$ cat src/rtl/mips_pkg.sv
// mips_pkg: shared MIPS decode constants.
// Holds opcode and funct encodings plus the bit positions of every
// instruction field, so all decoders slice the word the same way.
package mips_pkg;

    // Instruction field bit positions
    localparam int unsigned OPCODE_HI = 31;
    localparam int unsigned OPCODE_LO = 26;
    localparam int unsigned RS_HI     = 25;
    localparam int unsigned RS_LO     = 21;
    localparam int unsigned RT_HI     = 20;
    localparam int unsigned RT_LO     = 16;
    localparam int unsigned RD_HI     = 15;
    localparam int unsigned RD_LO     = 11;
    localparam int unsigned SHAMT_HI  = 10;
    localparam int unsigned SHAMT_LO  = 6;
    localparam int unsigned FUNCT_HI  = 5;
    localparam int unsigned FUNCT_LO  = 0;
    localparam int unsigned IMME_HI   = 15;
    localparam int unsigned IMME_LO   = 0;
    localparam int unsigned JTGT_HI   = 25;
    localparam int unsigned JTGT_LO   = 0;

    // Opcodes
    localparam logic [5:0] OP_RTYPE  = 6'h00;
    localparam logic [5:0] OP_REGIMM = 6'h01;
    localparam logic [5:0] OP_J      = 6'h02;
    localparam logic [5:0] OP_JAL    = 6'h03;
    localparam logic [5:0] OP_BEQ    = 6'h04;
    localparam logic [5:0] OP_BNE    = 6'h05;
    localparam logic [5:0] OP_BLEZ   = 6'h06;
    localparam logic [5:0] OP_BGTZ   = 6'h07;
    localparam logic [5:0] OP_ADDI   = 6'h08;
    localparam logic [5:0] OP_ADDIU  = 6'h09;
    localparam logic [5:0] OP_SLTI   = 6'h0A;
    localparam logic [5:0] OP_SLTIU  = 6'h0B;
    localparam logic [5:0] OP_ANDI   = 6'h0C;
    localparam logic [5:0] OP_ORI    = 6'h0D;
    localparam logic [5:0] OP_XORI   = 6'h0E;
    localparam logic [5:0] OP_LUI    = 6'h0F;
    localparam logic [5:0] OP_LB     = 6'h20;
    localparam logic [5:0] OP_LH     = 6'h21;
    localparam logic [5:0] OP_LW     = 6'h23;
    localparam logic [5:0] OP_LBU    = 6'h24;
    localparam logic [5:0] OP_LHU    = 6'h25;
    localparam logic [5:0] OP_SB     = 6'h28;
    localparam logic [5:0] OP_SH     = 6'h29;
    localparam logic [5:0] OP_SW     = 6'h2B;

    // R-type funct codes
    localparam logic [5:0] FN_SLL   = 6'h00;
    localparam logic [5:0] FN_SRL   = 6'h02;
    localparam logic [5:0] FN_SRA   = 6'h03;
    localparam logic [5:0] FN_SLLV  = 6'h04;
    localparam logic [5:0] FN_SRLV  = 6'h06;
    localparam logic [5:0] FN_SRAV  = 6'h07;
    localparam logic [5:0] FN_JR    = 6'h08;
    localparam logic [5:0] FN_JALR  = 6'h09;
    localparam logic [5:0] FN_MFHI  = 6'h10;
    localparam logic [5:0] FN_MFLO  = 6'h12;
    localparam logic [5:0] FN_MULT  = 6'h18;
    localparam logic [5:0] FN_MULTU = 6'h19;
    localparam logic [5:0] FN_DIV   = 6'h1A;
    localparam logic [5:0] FN_DIVU  = 6'h1B;
    localparam logic [5:0] FN_ADD   = 6'h20;
    localparam logic [5:0] FN_ADDU  = 6'h21;
    localparam logic [5:0] FN_SUB   = 6'h22;
    localparam logic [5:0] FN_SUBU  = 6'h23;
    localparam logic [5:0] FN_AND   = 6'h24;
    localparam logic [5:0] FN_OR    = 6'h25;
    localparam logic [5:0] FN_XOR   = 6'h26;
    localparam logic [5:0] FN_NOR   = 6'h27;
    localparam logic [5:0] FN_SLT   = 6'h2A;
    localparam logic [5:0] FN_SLTU  = 6'h2B;

endpackage

$ cat src/rtl/op_classify.sv
// op_classify: combinational opcode/funct classifier.
// Ports:
//   opcode   in  6  instruction opcode
//   funct    in  6  R-type funct field
//   ext_sign out 1  1 = immediate is sign-extended, 0 = zero-extended
//   illegal  out 1  opcode/funct outside the supported set
//                   (present only with ILLEGAL_OP_TRAP_EN defined)
module op_classify
    import mips_pkg::*;
(
    input  logic [5:0] opcode,
    input  logic [5:0] funct,
`ifdef ILLEGAL_OP_TRAP_EN
    output logic       illegal,
`endif
    output logic       ext_sign
);

    always_comb begin
        ext_sign = 1'b0;
        unique case (opcode)
            OP_REGIMM, OP_BEQ, OP_BNE, OP_BLEZ, OP_BGTZ,
            OP_ADDI, OP_ADDIU, OP_SLTI, OP_SLTIU,
            OP_LB, OP_LH, OP_LW, OP_LBU, OP_LHU,
            OP_SB, OP_SH, OP_SW: ext_sign = 1'b1;
            default:             ext_sign = 1'b0;
        endcase
    end

`ifdef ILLEGAL_OP_TRAP_EN
    logic funct_ok;

    always_comb begin
        funct_ok = 1'b0;
        unique case (funct)
            FN_SLL, FN_SRL, FN_SRA, FN_SLLV, FN_SRLV, FN_SRAV,
            FN_JR, FN_JALR, FN_MFHI, FN_MFLO,
            FN_MULT, FN_MULTU, FN_DIV, FN_DIVU,
            FN_ADD, FN_ADDU, FN_SUB, FN_SUBU,
            FN_AND, FN_OR, FN_XOR, FN_NOR,
            FN_SLT, FN_SLTU: funct_ok = 1'b1;
            default:         funct_ok = 1'b0;
        endcase
    end

    always_comb begin
        illegal = 1'b1;
        unique case (opcode)
            OP_RTYPE:                         illegal = ~funct_ok;
            OP_J, OP_JAL,
            OP_ANDI, OP_ORI, OP_XORI, OP_LUI: illegal = 1'b0;
            default:                          illegal = ~ext_sign;
        endcase
    end
`else
    // funct only matters for the illegal-op check
    logic unused_funct;
    assign unused_funct = ^funct;
`endif

endmodule

$ cat src/rtl/if_id_decode.sv
// if_id_decode: IF/ID pipeline register with instruction field decode.
// Latches the fetched instruction and PC under a valid/ready handshake with
// stall and flush, and presents the split fields plus a registered
// sign-extend select for the immediate extender.
// Optional macro: ILLEGAL_OP_TRAP_EN adds id_illegal.
// Ports:
//   clk, rst_n               clock, async active-low reset
//   if_valid/if_instr/if_pc  fetch side instruction, PC
//   if_ready                 stage can accept an instruction this cycle
//   id_stall, flush          downstream stall, redirect kill
//   id_valid, id_pc          held instruction valid flag and its PC
//   id_opcode..id_jtarget    decoded fields of the held instruction
//   id_ext_sign              1 = sign-extend immediate
//   id_illegal               unsupported opcode/funct (macro only)
module if_id_decode
    import mips_pkg::*;
#(
    parameter int unsigned PC_W       = 32,
    parameter bit          FLUSH_ZERO = 1'b1
) (
    input  logic            clk,
    input  logic            rst_n,
    input  logic            if_valid,
    input  logic [31:0]     if_instr,
    input  logic [PC_W-1:0] if_pc,
    output logic            if_ready,
    input  logic            id_stall,
    input  logic            flush,
`ifdef ILLEGAL_OP_TRAP_EN
    output logic            id_illegal,
`endif
    output logic            id_valid,
    output logic [PC_W-1:0] id_pc,
    output logic [5:0]      id_opcode,
    output logic [4:0]      id_rs,
    output logic [4:0]      id_rt,
    output logic [4:0]      id_rd,
    output logic [4:0]      id_shamt,
    output logic [5:0]      id_funct,
    output logic [15:0]     id_imme,
    output logic            id_ext_sign,
    output logic [25:0]     id_jtarget
);

    logic            valid_q, valid_d;
    logic [31:0]     instr_q, instr_d;
    logic [PC_W-1:0] pc_q, pc_d;
    logic            ext_sign_q, ext_sign_d;
    logic            ext_sign_in;
    logic            load;

`ifdef ILLEGAL_OP_TRAP_EN
    logic illegal_q, illegal_d;
    logic illegal_in;
`endif

    // Classify the incoming word so ext_sign is a flop output downstream
    op_classify u_op_classify (
        .opcode   (if_instr[OPCODE_HI:OPCODE_LO]),
        .funct    (if_instr[FUNCT_HI:FUNCT_LO]),
`ifdef ILLEGAL_OP_TRAP_EN
        .illegal  (illegal_in),
`endif
        .ext_sign (ext_sign_in)
    );

    // An empty stage never stalls, so a bubble is always overwritten
    assign if_ready = ~valid_q | ~id_stall;
    assign load     = if_valid & if_ready & ~flush;

    always_comb begin
        valid_d    = valid_q;
        instr_d    = instr_q;
        pc_d       = pc_q;
        ext_sign_d = ext_sign_q;
`ifdef ILLEGAL_OP_TRAP_EN
        illegal_d  = illegal_q;
`endif
        if (flush) begin
            valid_d = 1'b0;
            if (FLUSH_ZERO) begin
                instr_d    = '0;
                pc_d       = '0;
                ext_sign_d = 1'b0;
`ifdef ILLEGAL_OP_TRAP_EN
                illegal_d  = 1'b0;
`endif
            end
        end else if (load) begin
            valid_d    = 1'b1;
            instr_d    = if_instr;
            pc_d       = if_pc;
            ext_sign_d = ext_sign_in;
`ifdef ILLEGAL_OP_TRAP_EN
            illegal_d  = illegal_in;
`endif
        end else if (valid_q && !id_stall) begin
            // Consumed downstream; fields hold
            valid_d = 1'b0;
        end
    end

    always_ff @(posedge clk or negedge rst_n) begin
        if (!rst_n) begin
            valid_q    <= 1'b0;
            instr_q    <= '0;
            pc_q       <= '0;
            ext_sign_q <= 1'b0;
`ifdef ILLEGAL_OP_TRAP_EN
            illegal_q  <= 1'b0;
`endif
        end else begin
            valid_q    <= valid_d;
            instr_q    <= instr_d;
            pc_q       <= pc_d;
            ext_sign_q <= ext_sign_d;
`ifdef ILLEGAL_OP_TRAP_EN
            illegal_q  <= illegal_d;
`endif
        end
    end

    assign id_valid    = valid_q;
    assign id_pc       = pc_q;
    assign id_opcode   = instr_q[OPCODE_HI:OPCODE_LO];
    assign id_rs       = instr_q[RS_HI:RS_LO];
    assign id_rt       = instr_q[RT_HI:RT_LO];
    assign id_rd       = instr_q[RD_HI:RD_LO];
    assign id_shamt    = instr_q[SHAMT_HI:SHAMT_LO];
    assign id_funct    = instr_q[FUNCT_HI:FUNCT_LO];
    assign id_imme     = instr_q[IMME_HI:IMME_LO];
    assign id_jtarget  = instr_q[JTGT_HI:JTGT_LO];
    assign id_ext_sign = ext_sign_q;
`ifdef ILLEGAL_OP_TRAP_EN
    assign id_illegal  = illegal_q & valid_q;
`endif

endmodule

$ cat config.mk
export PLATFORM = sky130hd
export DESIGN_NAME = if_id_decode
export DESIGN_NICKNAME = d
export VERILOG_FILES = /design/src/rtl/mips_pkg.sv /design/src/rtl/op_classify.sv /design/src/rtl/if_id_decode.sv
export SDC_FILE = /design/constraint.sdc
export NUM_CORES = 1
export LEC_CHECK = 0
export CORE_ASPECT_RATIO = 0.5
export CORE_MARGIN = 10
export CORE_UTILIZATION = 32
export CTS_BUF_LIST = sky130_fd_sc_hd__clkbuf_4 sky130_fd_sc_hd__clkbuf_8 sky130_fd_sc_hd__clkbuf_16
export DETAILED_ROUTE_END_ITERATION = 8
export GPL_TIMING_DRIVEN = 0
export PLACE_DENSITY = 0.88
export SLEW_MARGIN = 15
export SYNTH_ARGS = -nofsm -noshare
export SYNTH_HDL_FRONTEND = slang
export SYNTH_SLANG_ARGS = --single-unit
$ cat constraint.sdc
create_clock -name clk -period 1.24 [get_ports clk]
set_input_delay 0.124 -clock clk [delete_from_list [all_inputs] [get_ports clk]]
set_output_delay 0.124 -clock clk [all_outputs]
set_load 0.03 [all_outputs]
==> impl_metrics.env, run 1 <==
export IMPL_status="complete, but fails checks"
export IMPL_violations="setup timing"
export IMPL_synth_common_cells="dfrtp_1, a22o_1, buf_4, buf_2, nand2_1"
export IMPL_drive_gt1_share_pct=41.4
export IMPL_synth_compound_area_share_pct=23.1
export IMPL_io_buffers=177
export IMPL_cp_cell_sequence="buf_6 -> nand2_4 -> a21oi_4 -> buf_12 -> buf_16 -> a22o_1"
export IMPL_synth_area_leaders="dfrtp_1, a22o_1, buf_4"
export IMPL_cp_max_fo=8
export IMPL_synth_xor_area_share_pct=0
export IMPL_grt_pass1_wl_mm=16.9
export IMPL_rsz0062_at_grt="true"
export IMPL_final_hold_viol_count=0
export IMPL_cts_root_buf="clkbuf_16"
export IMPL_clk_pin_slew_ns=0.06
export IMPL_synth_most_common_cell="dfrtp_1"
export IMPL_cts_htree_levels=3
export IMPL_finalSetupTns_ns=-5.96
export IMPL_crit_required_ns=1.44
export IMPL_start_util_pct=33.3
export IMPL_ys_warn_count=0
export IMPL_max_cap_violations=0
export IMPL_synth_area_mux_share_pct=0
export IMPL_fin_ws_ns=-0.127
export IMPL_synthAdderAreaFrac_pct=0
export IMPL_combPwrFrac_pct=22.6
export IMPL_fin_skew_ns=0.00551
export IMPL_period_share_pct=110
export IMPL_rows=23
export IMPL_first_global_vias=2772
export IMPL_total_leakage_power_nw=2.62
export IMPL_hp_class="in2reg"
export IMPL_ys_types=15
export IMPL_dr_total_vias=2489
export IMPL_reg2reg_slack_ns=-0.13
export IMPL_drv_slew=0
export IMPL_ys_ff_latch=66
export IMPL_whs_ns=0.176
export IMPL_antenna_found_initial=1
export IMPL_cpPeakStageDelay_ns=0.43
export IMPL_die_h_microns=84.9
export IMPL_grt_total_usage_pct=17.1
export IMPL_fin_crit_ns=1.37
export IMPL_drt_iter0_markers=109
export IMPL_ys_seq_area_share_pct=61.2
export IMPL_worstSetupStartpointType="register"
export IMPL_power_share_clock_pct=43.1
export IMPL_wl_mm=11.3
export IMPL_gp_congestion=0.764
export IMPL_power_density_nw_per_um2=1360
export IMPL_die_w_microns=150
export IMPL_power_frac_seq_pct=34.4
export IMPL_slew_headroom_pct=70.0
export IMPL_synth_top_family_by_area="compound AO/OA/AOI/OAI gates"
export IMPL_synth_area_sq_um=2700
export IMPL_fin_nets=477
export IMPL_ys_async_sr_fraction_pct=100
export IMPL_grt_busiest_layer="met2"
export IMPL_synth_top_flop_cell="dfrtp_1"
export IMPL_gr_total_overflow=0
export IMPL_p_switching_w=0.00187
export IMPL_synthCells=198
export IMPL_crit_type="reg2reg"
export IMPL_tightest_slew_ns=0.448
export IMPL_vias_per_cell=4.73
export IMPL_cts_num_sinks=66
export IMPL_end_kind="register"
export IMPL_yosysTopAreaCellShare_pct=61.2
export IMPL_grt_use_met2_pct=33.4
export IMPL_finalSetupViolations=66
export IMPL_drc_errors=0
export IMPL_synth_edff_count=0
export IMPL_grtUsageMet3_pct=4.29
export IMPL_grt_max_degree=56
export IMPL_slowest_stage="dfrtp_2"
export IMPL_hpwl_mm=7.78
export IMPL_clockBufferDepth=2
export IMPL_critPathArrivalTime_ns=1.57
export IMPL_wl_per_cell_microns=21.5
export IMPL_clock_latency_ns=0.33
export IMPL_avgSynthCellArea_sq_um=13.6
export IMPL_dp_slack_ns=-0.376
export IMPL_antenna_left=0
export IMPL_ir_drop_uv=834
export IMPL_intPower_w=0.00508
export IMPL_cts_made_buffers=9
export IMPL_regArea_sq_um=1650
export IMPL_first_pass_iters=6
export IMPL_multi_input_area_sq_um=704
export IMPL_yosys_area_share_simple_pct=1.21
export IMPL_cts_tree="yes"
export IMPL_core_region_area_sq_um=8120
export IMPL_io_pins=178
export IMPL_n_fill_cell=635
export IMPL_area_growth_pct=89.1
export IMPL_yosys_area_top_type="dfrtp_1"
export IMPL_dieArea_sq_um=12700
export IMPL_p_sw_share_pct=27.0
export IMPL_max_freq_ghz=0.731
export IMPL_grt_util_met1_pct=17.0
export IMPL_syn_nets=267
-- routing by layer --
metal | wire [microns] | part of all wire (%)
met2 | 6450 | 57
met4 | 272 | 2.4
met3 | 521 | 4.6
met5 | 0 | 0
met1 | 4050 | 36
-- critical path, delay by kind of cell, from the launching register on --
family	cells	cell delay (ns)
AOI/OAI and AO/OA	2	0.30
buffers and inverters	3	0.45
DFF	1	0.43
and+or+nand+nor	1	0.06
-- cell usage in the layout, fill, tap and decap left out, drive strengths merged, types with 2 or more instances in the layout --
cell	synthesis	routed
buf	54	119
dfrtp	66	66
clkdlybuf4s50	0	65
a22o	64	64
clkdlybuf4s15	0	39
clkbuf	1	26
dlygate4sd2	0	12
bufinv	0	3
nor2	2	3
nand2	3	3
clkinv	0	2
dlymetal6s2s	0	2
a21oi	2	2
a21bo	2	2
-- final cells by class --
cell class | count | share of cell area [%]
repair buffers | 198 | 34.2
plain buffers | 55 | 9.86
clock buffers | 11 | 4.95
clock inverters | 5 | 1.96
flip-flops and latches | 66 | 32.4
multi-input cells | 78 | 13.8
well taps | 112 | 2.75
diodes | 1 | 0.0490
-- power by group through the flow --
stage                     registers [W]  clock network (W)  logic, W
after detailed placement        0.00242                  0   0.00158
final                           0.00239            0.00299   0.00157
after global placement          0.00241                  0   0.00155
after CTS                       0.00238            0.00304   0.00159
after global routing            0.00240            0.00312   0.00165
after floorplan                 0.00267                  0  0.000522
-- final timing paths --
path | startpoint | endpoint | cells after the start
max | id_valid | id_pc[15] | 6
min | if_instr[29] | instr_q[29] | 2
max reg2reg | id_valid | id_pc[15] | 6
min reg2reg | id_ext_sign | id_ext_sign | 1
max in group asynchronous | rst_n | id_valid | 3
min in group asynchronous | rst_n | instr_q[11] | 2
-- stage by stage --
stage | utilization, % | total power (W) | std cells | instance area (sq um)
2_1_floorplan | - | 0.00319 | 198 | 2780
3_3_place_gp | 57.8 | 0.00396 | 487 | 4690
3_5_place_dp | 58.1 | 0.00401 | 488 | 4710
4_1_cts | 63.8 | 0.00702 | 526 | 5180
5_1_grt | 62.9 | 0.00717 | 526 | 5100
6_report | 62.9 | 0.00695 | 526 | 5100
-- cell families (layout without fill, tap and decap cells) --
logic type,Yosys count,count (layout)
and+or+nand+nor,6,7
buffers and inverters,55,269
DFF,66,66
AOI/OAI and AO/OA,71,71
other,0,1
-- what timing repair did --
| action | in CTS | in global routing |
|---|---|---|
| pin swaps | 7 | 7 |
| endpoints found under the hold margin | 66 | 0 |
| gates resized for setup | 353 | 48 |
| cloned | 10 | 0 |
| hold buffers | 1 | 0 |
| setup endpoints to repair | 169 | 101 |
| buffers inserted | 11 | 1 |
-- registers in the layout, indices dropped and copies added, names as in the netlist --
register / flops
id_pc: 32
id_valid: 1
instr_q: 32
id_ext_sign: 1
(Power assumes the default switching activity.)
==> inputs of run 2 (changes only) <==
--- a/config.mk
+++ b/config.mk
@@ -10,7 +10,6 @@
 export CORE_UTILIZATION = 32
 export CTS_BUF_LIST = sky130_fd_sc_hd__clkbuf_4 sky130_fd_sc_hd__clkbuf_8 sky130_fd_sc_hd__clkbuf_16
 export DETAILED_ROUTE_END_ITERATION = 8
-export GPL_TIMING_DRIVEN = 0
 export PLACE_DENSITY = 0.88
 export SLEW_MARGIN = 15
 export SYNTH_ARGS = -nofsm -noshare
==> constraint.sdc (replaced) <==
create_clock -name clk -period 1.14 [get_ports clk]
set_input_delay 0.114 -clock clk [delete_from_list [all_inputs] [get_ports clk]]
set_output_delay 0.114 -clock clk [all_outputs]
set_load 0.03 [all_outputs]
==> impl_metrics.env, run 2 (synthesis gave the netlist of run 1 again) <==
export IMPL_drive_gt1_share_pct=42.7
export IMPL_period_share_pct=111
export IMPL_first_pass_iters=4
export IMPL_cp_cell_sequence="a21bo_4 -> nor2_4 -> buf_6 -> clkbuf_16 -> a22o_1"
export IMPL_antenna_found_initial=0
export IMPL_rsz0062_at_grt="true"
export IMPL_fin_crit_ns=1.26
export IMPL_cp_max_fo=6
export IMPL_slowest_stage="dfrtp_2"
export IMPL_finalSetupViolations=67
export IMPL_antenna_left=0
export IMPL_fin_area_sq_um=4610
export IMPL_max_freq_ghz=0.791
export IMPL_rows=23
export IMPL_cts_tree="yes"
export IMPL_violations="setup timing"
export IMPL_grt_total_usage_pct=14.2
export IMPL_clock_latency_ns=0.32
export IMPL_cts_num_sinks=66
export IMPL_total_leakage_power_nw=2.31
export IMPL_cp_top_family="flip-flops"
export IMPL_io_pins=178
export IMPL_ir_drop_uv=815
export IMPL_grt_max_degree=67
export IMPL_dieArea_sq_um=12700
export IMPL_slew_headroom_pct=75.3
export IMPL_clockBufferDepth=2
export IMPL_power_density_nw_per_um2=1480
export IMPL_hpwl_mm=6.80
export IMPL_tightest_slew_ns=0.371
export IMPL_gp_congestion=0.762
export IMPL_worstSetupStartpointType="register"
export IMPL_whs_ns=0.340
export IMPL_finalPower_w=0.00682
export IMPL_die_w_microns=150
export IMPL_crit_required_ns=1.40
export IMPL_status="complete, but fails checks"
export IMPL_cts_root_buf="clkbuf_16"
export IMPL_vias_per_cell=4.59
export IMPL_core_region_area_sq_um=8120
export IMPL_fin_ws_ns=-0.125
export IMPL_critPathBufInv=2
export IMPL_dp_cells=444
export IMPL_cts_made_buffers=9
export IMPL_max_cap_violations=0
export IMPL_clk_pin_slew_ns=0.05
export IMPL_final_common_cell="buf_4"
export IMPL_place_area_sq_um=4160
export IMPL_critPathArrivalTime_ns=1.52
export IMPL_dr_total_vias=2157
export IMPL_die_h_microns=84.9
export IMPL_final_hold_viol_count=0
export IMPL_n_antenna_cell=0
export IMPL_cpPeakStageDelay_ns=0.40
export IMPL_end_kind="register"
export IMPL_cts_htree_levels=3
export IMPL_gr_total_overflow=0
export IMPL_final_cell_mix="buf_4, clkdlybuf4s50_1, dfrtp_1"
export IMPL_io_buffers=177
export IMPL_start_util_pct=33.3
export IMPL_fin_skew_ns=0.00536
export IMPL_crit_type="reg2reg"
export IMPL_drv_slew=0
export IMPL_wl_per_cell_microns=19.9
export IMPL_drt_iter0_markers=79
export IMPL_first_global_vias=2377
export IMPL_fin_cells=470
export IMPL_grt_pass1_wl_mm=14.0
export IMPL_drc_errors=0
export IMPL_fin_nets=422
export IMPL_wl_mm=9.35
export IMPL_hp_class="in2async"
export IMPL_area_growth_pct=70.8
## run 2: layout make-up
cell class,count,area (sq um)
timing repair buffer,199,1830
sequential,66,1650
clock inverter,1,7.51
multi-input combinational,77,693
fill,672,3510
tap,112,140
clock buffer,15,289
## run 2: through the flow
stage	worst slack [ns]	utilization (%)	setup TNS (ns)
global placement	-0.314	51.2	-19.18
detailed placement	-0.364	51.2	-21.40
CTS	-0.119	56.2	-6.78
floorplan	-0.136	-	-7.96
finish	-0.125	56.8	-6.14
global route	-0.176	56.8	-9.34
## run 2: final timing paths
check | start | to | slack, ns | depth (start not counted)
worst max-delay path | id_valid | id_pc[12] | -0.12 | 5
worst min-delay path | rst_n | id_pc[31] | 0.34 | 3
worst max register to register | id_valid | id_pc[12] | -0.12 | 5
worst min register to register | id_ext_sign | id_ext_sign | 0.49 | 1
max in group asynchronous | rst_n | id_valid | 0.47 | 3
min in group clk | if_pc[17] | id_pc[17] | 0.39 | 2
## run 2: per-layer routing
metal  GRT usage, %  vias to the layer above  part of all wire (%)
met3           5.35                        6                   5.7
met2           28.1                       55                    58
met5              0                        -                     0
met1           13.4                     1086                    35
met4           3.51                        0                  0.75
li1               -                     1010                     -
## run 2: tightest hold or removal path: cells and delay by family
kind     cells  cell delay [ns]
buf+inv      3             0.95
## run 2: power by group
group | leakage (nW) | internal [W] | switching [W]
clock | 0.146 | 0.00172 | 0.000935
combinational | 1.28 | 0.000720 | 0.000844
sequential | 0.881 | 0.00249 | 0.000108
total | 2.31 | 0.00493 | 0.00189
## run 2: timing repair
action | 4_1_cts | 5_1_grt
hold buffers | 1 | 0
setup buffers | 4 | 1
cloned | 2 | 3
hold endpoints to repair | 66 | 0
endpoints found under the setup margin | 65 | 67
resized for setup | 5 | 2
pin swaps | 1 | 14
